$ cat config.mk
export PLATFORM = sky130hd
export DESIGN_NAME = wave_gen
export DESIGN_NICKNAME = d
export VERILOG_FILES = /design/src/rtl/wave_gen_pkg.sv /design/src/rtl/wave_gen_prescaler.sv /design/src/rtl/wave_gen.sv
export SDC_FILE = /design/constraint.sdc
export NUM_CORES = 1
export LEC_CHECK = 0
export ABC_AREA = 1
export CAP_MARGIN = 25
export CORE_ASPECT_RATIO = 0.7
export CORE_MARGIN = 2
export CORE_UTILIZATION = 50
export CTS_BUF_LIST = sky130_fd_sc_hd__clkbuf_16
export CTS_CLUSTER_DIAMETER = 80
export DETAILED_ROUTE_END_ITERATION = 6
export PLACE_DENSITY = 0.72
export SETUP_SLACK_MARGIN = 0.2
export SLEW_MARGIN = 20
export SYNTH_ARGS = -nofsm -noshare
export SYNTH_HDL_FRONTEND = slang
export SYNTH_HIERARCHICAL = 1
export SYNTH_SLANG_ARGS = --single-unit
$ cat constraint.sdc
create_clock -name clk -period 3.21 [get_ports clk]
set_input_delay 0.321 -clock clk [delete_from_list [all_inputs] [get_ports clk]]
set_output_delay 0.321 -clock clk [all_outputs]
set_load 0.01 [all_outputs]
$ cat src/rtl/wave_gen_pkg.sv
// wave_gen_pkg: shared types, default widths and the waveform decode
// function for the wave_gen waveform generator.
package wave_gen_pkg;

  localparam int ACC_W_DEF = 24;
  localparam int OUT_W_DEF = 10;
  localparam int DIV_W_DEF = 25;

  typedef enum logic [1:0] {
    SAW_UP   = 2'd0,
    SAW_DOWN = 2'd1,
    TRIANGLE = 2'd2,
    SQUARE   = 2'd3
  } mode_t;

  // Decode is purely bitwise, so it is expressed per output bit and stays
  // independent of the output width. t_hi is a bit of the top OUT_W phase
  // bits, t_lo the same bit position one phase bit lower (triangle slope),
  // msb is the phase MSB (half-period flag).
  function automatic logic wave_bit(input logic t_hi, input logic t_lo,
                                    input logic msb, input mode_t mode);
    logic b;
    case (mode)
      SAW_UP:   b = t_hi;
      SAW_DOWN: b = ~t_hi;
      TRIANGLE: b = msb ? ~t_lo : t_lo;
      default:  b = ~msb;
    endcase
    return b;
  endfunction

endpackage

$ cat src/rtl/wave_gen_prescaler.sv
// wave_gen_prescaler: counts enabled cycles and raises a step strobe every
// div_act+1 of them. Loading a new divider also restarts the count.
module wave_gen_prescaler #(
  parameter int DIV_W = 25
) (
  input  logic             clk,
  input  logic             reset,
  input  logic             en,
  input  logic             load,
  input  logic [DIV_W-1:0] div_in,
  output logic             step
);

  logic [DIV_W-1:0] count;
  logic [DIV_W-1:0] div_act;

  assign step = en & (count == div_act);

  // Divider register and enabled-cycle counter; a load wins over counting.
  always_ff @(posedge clk) begin
    if (reset) begin
      count   <= '0;
      div_act <= '0;
    end else if (load) begin
      count   <= '0;
      div_act <= div_in;
    end else if (en) begin
      count   <= step ? '0 : count + 1'b1;
    end
  end

endmodule

$ cat src/rtl/wave_gen.sv
// wave_gen: prescaled phase accumulator with four decoded waveform modes and
// a valid/ready configuration port.
// Optional macro WAVE_GEN_SYNC_UPDATE_EN: hold a pending configuration until
// the edge that writes a wrapping step (or the next edge while en=0), so
// changes land on a period boundary. Without it, a configuration is applied
// one cycle after it is accepted.
module wave_gen
  import wave_gen_pkg::*;
#(
  parameter int ACC_W = ACC_W_DEF,
  parameter int OUT_W = OUT_W_DEF,
  parameter int DIV_W = DIV_W_DEF
) (
  input  logic             clk,
  input  logic             reset,
  input  logic             en,
  input  logic             cfg_valid,
  output logic             cfg_ready,
  input  logic [ACC_W-1:0] cfg_inc,
  input  logic [1:0]       cfg_mode,
  input  logic [DIV_W-1:0] cfg_div,
  output logic [OUT_W-1:0] out,
  output logic             wrap,
  output logic             tick
);

  logic [ACC_W-1:0] phase;
  logic [ACC_W-1:0] inc_act;
  mode_t            mode_act;
  logic             pending;
  logic [ACC_W-1:0] sh_inc;
  mode_t            sh_mode;
  logic [DIV_W-1:0] sh_div;

  logic             step_p0;
  logic             accept;
  logic             apply;
  logic [ACC_W:0]   sum_p0;
  logic [ACC_W-1:0] phase_next;
  mode_t            mode_next;
  logic [OUT_W-1:0] out_next;

  assign cfg_ready = ~pending;
  assign accept    = cfg_valid & ~pending;

  wave_gen_prescaler #(
    .DIV_W (DIV_W)
  ) u_prescaler (
    .clk    (clk),
    .reset  (reset),
    .en     (en),
    .load   (apply),
    .div_in (sh_div),
    .step   (step_p0)
  );

  // Next phase, config-apply decision and decoded next sample.
  always_comb begin
    sum_p0     = {1'b0, phase} + {1'b0, inc_act};
`ifdef WAVE_GEN_SYNC_UPDATE_EN
    apply      = pending & ((step_p0 & sum_p0[ACC_W]) | ~en);
`else
    apply      = pending;
`endif
    phase_next = step_p0 ? sum_p0[ACC_W-1:0] : phase;
    mode_next  = apply ? sh_mode : mode_act;
    out_next   = '0;
    for (int i = 0; i < OUT_W; i++) begin
      out_next[i] = wave_bit(phase_next[ACC_W-OUT_W+i], phase_next[ACC_W-OUT_W-1+i],
                             phase_next[ACC_W-1], mode_next);
    end
  end

  // Stage p0 -> registered outputs: phase, active config, handshake, sample.
  always_ff @(posedge clk) begin
    if (reset) begin
      phase    <= '0;
      inc_act  <= '0;
      mode_act <= SAW_UP;
      pending  <= 1'b0;
      out      <= '0;
      wrap     <= 1'b0;
      tick     <= 1'b0;
    end else begin
      phase <= phase_next;
      out   <= out_next;
      tick  <= step_p0;
      wrap  <= step_p0 & sum_p0[ACC_W];
      if (apply) begin
        inc_act  <= sh_inc;
        mode_act <= sh_mode;
        pending  <= 1'b0;
      end else if (accept) begin
        pending  <= 1'b1;
      end
    end
  end

  // Shadow configuration captured on a handshake; qualified by pending.
  always_ff @(posedge clk) begin
    if (accept) begin
      sh_inc  <= cfg_inc;
      sh_mode <= mode_t'(cfg_mode);
      sh_div  <= cfg_div;
    end
  end

endmodule

==> run metrics, run 1 <==
relative slew slack 0.5254; CP bufs+invs 1; Clock Skew 0.01101 ns; crit path kind flop to flop; CTS max path bufs 2; Syn Area/Cell 7.163 um2; Detail Placement HPWL 16,720 um; # port buffers 67; share of layout cells above drive strength 1 0.06245; clk root buf clkbuf_16; via count 7,778; CTS tree done; largest family of logic cells by synthesized area simple AND/OR/NAND/NOR gates; die area between 0.015 and 0.02 mm2; crit path time final 2.453 ns; total track usage 0.2521; CP max FO 4; pin count of the biggest net entering global routing 37; Worst path max stage delay approximately 0.48 ns; grt total ovfl 0; DR vias/cell 5.144; slowest cell on the critical path fa_1; Most Frequent Cell on Critical Path nand2_1; post-synth net total 1,282; Tcrit/Tclk final 0.7642; # IOs 68; Setup-failing EPs final 0; simple-gate share of the synthesized area 0.3383; ANT nets after route 0; Nets around 1,300; crit path cell chain ha_1, fa_1, nand3_1, nand3_1, nand3_1, nand2_1, nand2_1, nand3_1, nand2_1, nand2_1, nand2_1, nand2_1, nand3_1, nand3_1, nand2_1, inv_1; TNS Setup 0 ns; post-synthesis compound-gate area fraction 0.06719; post-synthesis mux area share 0; LEAKAGE 4.614 nW; RSZ-0062 raised after global routing no; CP required 3.54 ns; measured slew at the worst slew-check pin 0.7102 ns; clock buffer count from CTS 17; VDD IR-drop max 0.0003176 V; critical path arrival between 2 and 3 ns; Tot Pwr 4.746 mW; # DRC 0; final WL roughly 22,000 um; Post-Syn Instances 1,201; Synth Area in XOR/XNOR 0.02749; Yosys cell types 36; type of origin of the critical path flop; CTS clk-pin slew, worst paths 0.07 ns; CP top delay family simple AND/OR/NAND/NOR gates; drt first pass iters 5; register area share after synthesis 0.4410; floorplan row count 40; Std-Cell Core Area 0.01702 mm2; area grow syn2layout 17.13%; Sink Count 164; Initial Utilization 0.5056; first-pass GRT wire length 36,030 um; width of the die 160.8 um; cells resized by post-CTS repair 0; number of post-CTS setup repair buffers 0; DR iter-0 viols just under 800; fmax 407.7 MHz; final hold vios 0; Ant. Diodes 0; vias in the first global route ~7,100; GP Congestion between 0.9 and 1; worst skew pair latency between 0.4 and 0.5 ns; #FFs+latches synth 164; kind of end point of the critical path flop; synthesized-area fraction occupied by adder cells 0.03869; initial antenna violation count 0; Hold Path Class primary input to flop; Max-cap violations 0; hold_buf cts 0; H-tree depth 4; status finished, final reports clean; Cell Pwr Density 471.0 mW/mm2; final slew viol count 0; synthesized area 0.008603 mm2; WL/cell 14.57 um; Syn. warnings 6; Die H 113.7 um
[cell type report]
cell class | count | area, um2
clock buffer | 17 | 425.4
timing repair buffer | 79 | 768.2
fill | 1637 | 6939
sequential | 164 | 3794
inverter | 162 | 608.1
tap | 231 | 289.0
clock inverter | 15 | 125.1
multi-input combinational | 844 | 4068
[path summary, 6_finish.rpt]
check / slack [ns] / end / start / depth (start not counted)
max: 0.76 / out[2] / phase[0] / 16
min: 0.42 / out[1] / reset / 2
max reg2reg: 0.76 / out[2] / phase[0] / 16
min reg2reg: 0.48 / inc_act[12] / sh_inc[12] / 2
[cells by family (layout without fill, tap and decap cells)]
| kind of cell | Yosys count | after routing |
|---|---|---|
| DFF | 164 | 164 |
| adders and majority gates | 26 | 26 |
| and+or+nand+nor | 687 | 687 |
| xor gates and xnor gates | 27 | 27 |
| AOI/OAI and AO/OA | 104 | 104 |
| buffers and inverters | 193 | 273 |
[routing by layer]
layer	wire, um	GRT usage
met2	7920	0.3279
met5	0	0
met3	2463	0.07345
met4	278	0.06548
met1	11370	0.3994
[synth_stat cells]
cell / count / area share
nor4_1: 4 / 0.0029
xor2_1: 18 / 0.018
xnor2_1: 9 / 0.0092
ha_1: 25 / 0.036
nand3b_1: 5 / 0.0044
or2_2: 11 / 0.0080
o21ai_2: 1 / 0.0010
fa_1: 1 / 0.0023
nand4_1: 15 / 0.011
nand2_2: 7 / 0.0051
nand3_1: 92 / 0.054
o21ai_0: 50 / 0.029
a21oi_1: 30 / 0.017
or2_0: 1 / 0.00073
nor3_1: 11 / 0.0064
nand2_1: 343 / 0.15
a211oi_1: 19 / 0.017
o211ai_1: 2 / 0.0017
inv_1: 158 / 0.069
nand2_4: 1 / 0.0013
nor2_1: 183 / 0.080
buf_6: 3 / 0.0039
nor3_4: 1 / 0.0019
nor2_2: 8 / 0.0058
clkinv_1: 2 / 0.00087
clkbuf_1: 23 / 0.010
nand3_2: 1 / 0.0012
inv_2: 2 / 0.00087
edfxtp_1: 51 / 0.18
buf_2: 4 / 0.0023
nor2_4: 2 / 0.0026
o21ai_1: 1 / 0.00058
nand3_4: 2 / 0.0041
dfxtp_1: 113 / 0.26
buf_1: 1 / 0.00044
o22ai_1: 1 / 0.00073
[power breakdown]
part / total [mW] / internal [mW] / switching (mW)
clock: 1.91 / 1.01 / 0.902
sequential: 2.30 / 2.25 / 0.0554
combinational: 0.532 / 0.220 / 0.312
[sequential cells by signal (all words and copies together), names as in the netlist]
signal / count
tick: 1
inc_act: 24
phase: 24
u_prescaler/count: 25
sh_mode: 2
u_prescaler/div_act: 25
sh_inc: 24
out: 10
sh_div: 25
wrap: 1
apply: 1
mode_act: 2
[stage by stage]
| stage | utilization | cells | setup WS [ns] | instance area (um2) | hold WS (ns) |
|---|---|---|---|---|---|
| finish | 0.5922 | 1512 | 0.7569 | 10080 | 0.4210 |
| global route | 0.5922 | 1512 | 0.5015 | 10080 | 0.4232 |
| CTS | 0.5922 | 1512 | 0.8009 | 10080 | 0.4157 |
| detailed placement | 0.5599 | 1480 | 0.3933 | 9527 | 0.4599 |
| global placement | 0.5599 | 1480 | 0.5043 | 9527 | 0.4545 |
| floorplan | - | 1201 | 0.7976 | 8606 | 0.4199 |
[cells in the final DEF, fill, tap and decap left out, types with 9 or more instances in the layout]
cell | synthesis | layout
o21ai_0 | 50 | 50
edfxtp_1 | 51 | 51
a21oi_1 | 30 | 30
nand4_1 | 15 | 15
xor2_1 | 18 | 18
or2_2 | 11 | 11
ha_1 | 25 | 25
a211oi_1 | 19 | 19
nand3_1 | 92 | 92
inv_1 | 158 | 159
clkbuf_16 | 0 | 17
dfxtp_1 | 113 | 113
buf_4 | 0 | 11
nor2_1 | 183 | 181
xnor2_1 | 9 | 9
nand2_1 | 343 | 343
clkdlybuf4s50_1 | 0 | 66
nor2_2 | 8 | 9
nor3_1 | 11 | 11
Note: power is estimated with default switching activity, not from simulation.
==> run 2, diff against run 1 <==
PLACE_DENSITY = 0.69   (was 0.72)
clock period = 2.3 ns   (was 3.21 ns; I/O delays follow)
==> run 2 against run 1 <==
Non-clock buffer count rose by 65. Critical endpoint is now out[6]. Register-to-register slack worse by 0.65 ns. Highest routed layer unchanged. Sequential power grew 40%. Hold slack got worse by 0.12 ns. Clock-buffer cell count is the same. Sequential share of layout area down 4.0 points. Setup slack worse by 0.65 ns. Combinational power rose by 74%.
==> run metrics, run 2 (same netlist as run 1, synthesis figures left out) <==
status finished, final reports clean; DR iter-0 viols 896 (+15%); final WL 25,310 um (+15%); Finished Layout Cells 1,579 (+4.4%); width of the die 160.8 um (unchanged); total track usage 0.2719 (+0.01975); WL/cell 16.03 um (+10%); Clock Skew 0.01405 ns (+0.003036 ns); Critical Path Stages 15 (-1); most common cell after layout, fill and taps aside nand2_1; Max-cap violations 0 (unchanged); final slew viol count 0 (unchanged); Nets 1,416 (+5.0%); final hold vios 0 (unchanged); CTS clk-pin slew, worst paths 0.07 ns (about the same); fin area 0.01153 mm2 (+14%); LEAKAGE 5.102 nW (+11%); kind of end point of the critical path flop; drt first pass iters 6 (+1); CP bufs+invs 2 (+1); Std-Cell Core Area 0.01702 mm2 (unchanged); GP Congestion 0.9926 (+1.6%); grt total ovfl 0 (unchanged); VDD IR-drop max 0.0003915 V (+23%); Sink Count 164 (unchanged); DR vias/cell 5.260 (+2.3%); share of layout cells above drive strength 1 0.2500 (+0.1875); crit path kind flop to flop; Filler cells 1,437 (-12%); Final Util 0.6779 (+0.08566); Worst path max stage delay 0.38 ns (-0.10 ns); Cell Pwr Density 604.1 mW/mm2 (+28%); Die H 113.7 um (unchanged); dpl cells 1,523 (+2.9%); area grow syn2layout 34.07%; die area 0.01829 mm2 (unchanged); Ant. Diodes 0 (unchanged); CTS max path bufs 2 (unchanged); slowest cell on the critical path dfxtp_4; clk root buf clkbuf_16; floorplan row count 40 (unchanged); ANT nets after route 0 (unchanged); crit path time final 2.192 ns (-0.2608 ns); fmax 456.1 MHz (+12%); Setup-failing EPs final 0 (unchanged); CP top delay family simple AND/OR/NAND/NOR gates; Initial Utilization 0.5056 (unchanged); worst skew pair latency 0.44 ns (about the same); vias in the first global route 7,335 (+3.7%); critical path arrival 2.52 ns (-0.26 ns); Reg2Reg Depth 15 (-1); H-tree depth 4 (unchanged); Hold Path Class primary input to flop; via count 8,306 (+6.8%); largest registers sh_div: 25 flops, u_prescaler/count: 25 flops, u_prescaler/div_act: 25 flops; hold_buf cts 0 (unchanged); final worst slack 0.1077 ns (-0.6492 ns); initial antenna violation count 0 (unchanged); clock buffer count from CTS 17 (unchanged); RSZ-0062 raised after global routing yes; CP required 2.63 ns (-0.91 ns); # IOs 68 (unchanged); Place WS -0.1399 ns (-0.5331 ns); Detail Placement HPWL 17,400 um (+4.1%); # DRC 0 (unchanged); Placed Instance Area 0.009874 mm2 (+3.7%); Hold Path Stages 4 (+2); first-pass GRT wire length 38,500 um (+6.8%); CTS tree done; type of origin of the critical path flop; pin count of the biggest net entering global routing 53 (+43%); CP max FO 6 (+2); Tcrit/Tclk final 0.9532 (+0.1890); most frequent cells in the layout nand2_1, nor2_1, inv_1; relative slew slack 0.5418 (+0.01641); TNS Setup 0 ns (unchanged); # port buffers 67 (unchanged); measured slew at the worst slew-check pin 0.6848 ns (-0.02546 ns); crit path cell chain ha_4, nand2_4, inv_2, nand2_2, nand2_2, a21oi_2, nand4_1, nand2_1, nand2_2, nand2_4, nand2_1, nand3_1, nand3_1, nand2_1, inv_1
-- run 2: tightest hold or removal path: stages --
cell and delay (ns):
buf_2 0.13, nor2_1 0.17, nand3_1 0.11, nand2_1 0.05
-- run 2: layout make-up --
| class | count | area [um2] | area share |
|---|---|---|---|
| Sequential cell | 164 | 3876 | 0.3360 |
| Timing Repair Buffer | 144 | 1331 | 0.1154 |
| Multi-Input combinational cell | 846 | 4857 | 0.4211 |
| Clock inverter | 15 | 147.6 | 0.01280 |
| Inverter | 162 | 608.1 | 0.05272 |
| Tap cell | 231 | 289.0 | 0.02506 |
| Clock buffer | 17 | 425.4 | 0.03688 |
-- run 2: timing repair --
action	4_1_cts	5_1_grt
pin swaps	20	49
endpoints found under the setup margin	17	33
resized for setup	69	182
buffers inserted	6	16
endpoints found under the hold margin	0	0
gates cloned	2	0
-- run 2: power by group --
group / total, mW / internal [mW] / switching [mW] / leakage, nW
registers: 3.23 / 3.14 / 0.0961 / 1.44
clock network: 2.81 / 1.52 / 1.29 / 0.278
logic: 0.925 / 0.415 / 0.510 / 3.39
total: 6.97 / 5.07 / 1.90 / 5.10
-- run 2: metal layers --
layer,vias to the layer above,global-route usage,wire (um)
met2,370,0.3466,9576
met4,0,0.06250,253
met1,3826,0.4402,12500
met5,-,0,0
met3,26,0.07745,2972
li1,4084,-,-
-- run 2: worst paths after layout --
check                            startpoint              endpoint  slack [ns]
worst max-delay path            inc_act[17]                out[6]        0.11
worst min-delay path                  reset  u_prescaler/count[1]        0.30
worst max register to register  inc_act[17]                out[6]        0.11
worst min register to register   sh_inc[14]           inc_act[14]        0.48
-- run 2: stage by stage --
step	power, mW	hold WS, ns
after floorplan	3.707	0.3289
after global placement	4.035	0.4527
after detailed placement	4.044	0.4606
after CTS	6.895	0.2667
after global routing	7.230	0.2910
final	6.969	0.2967
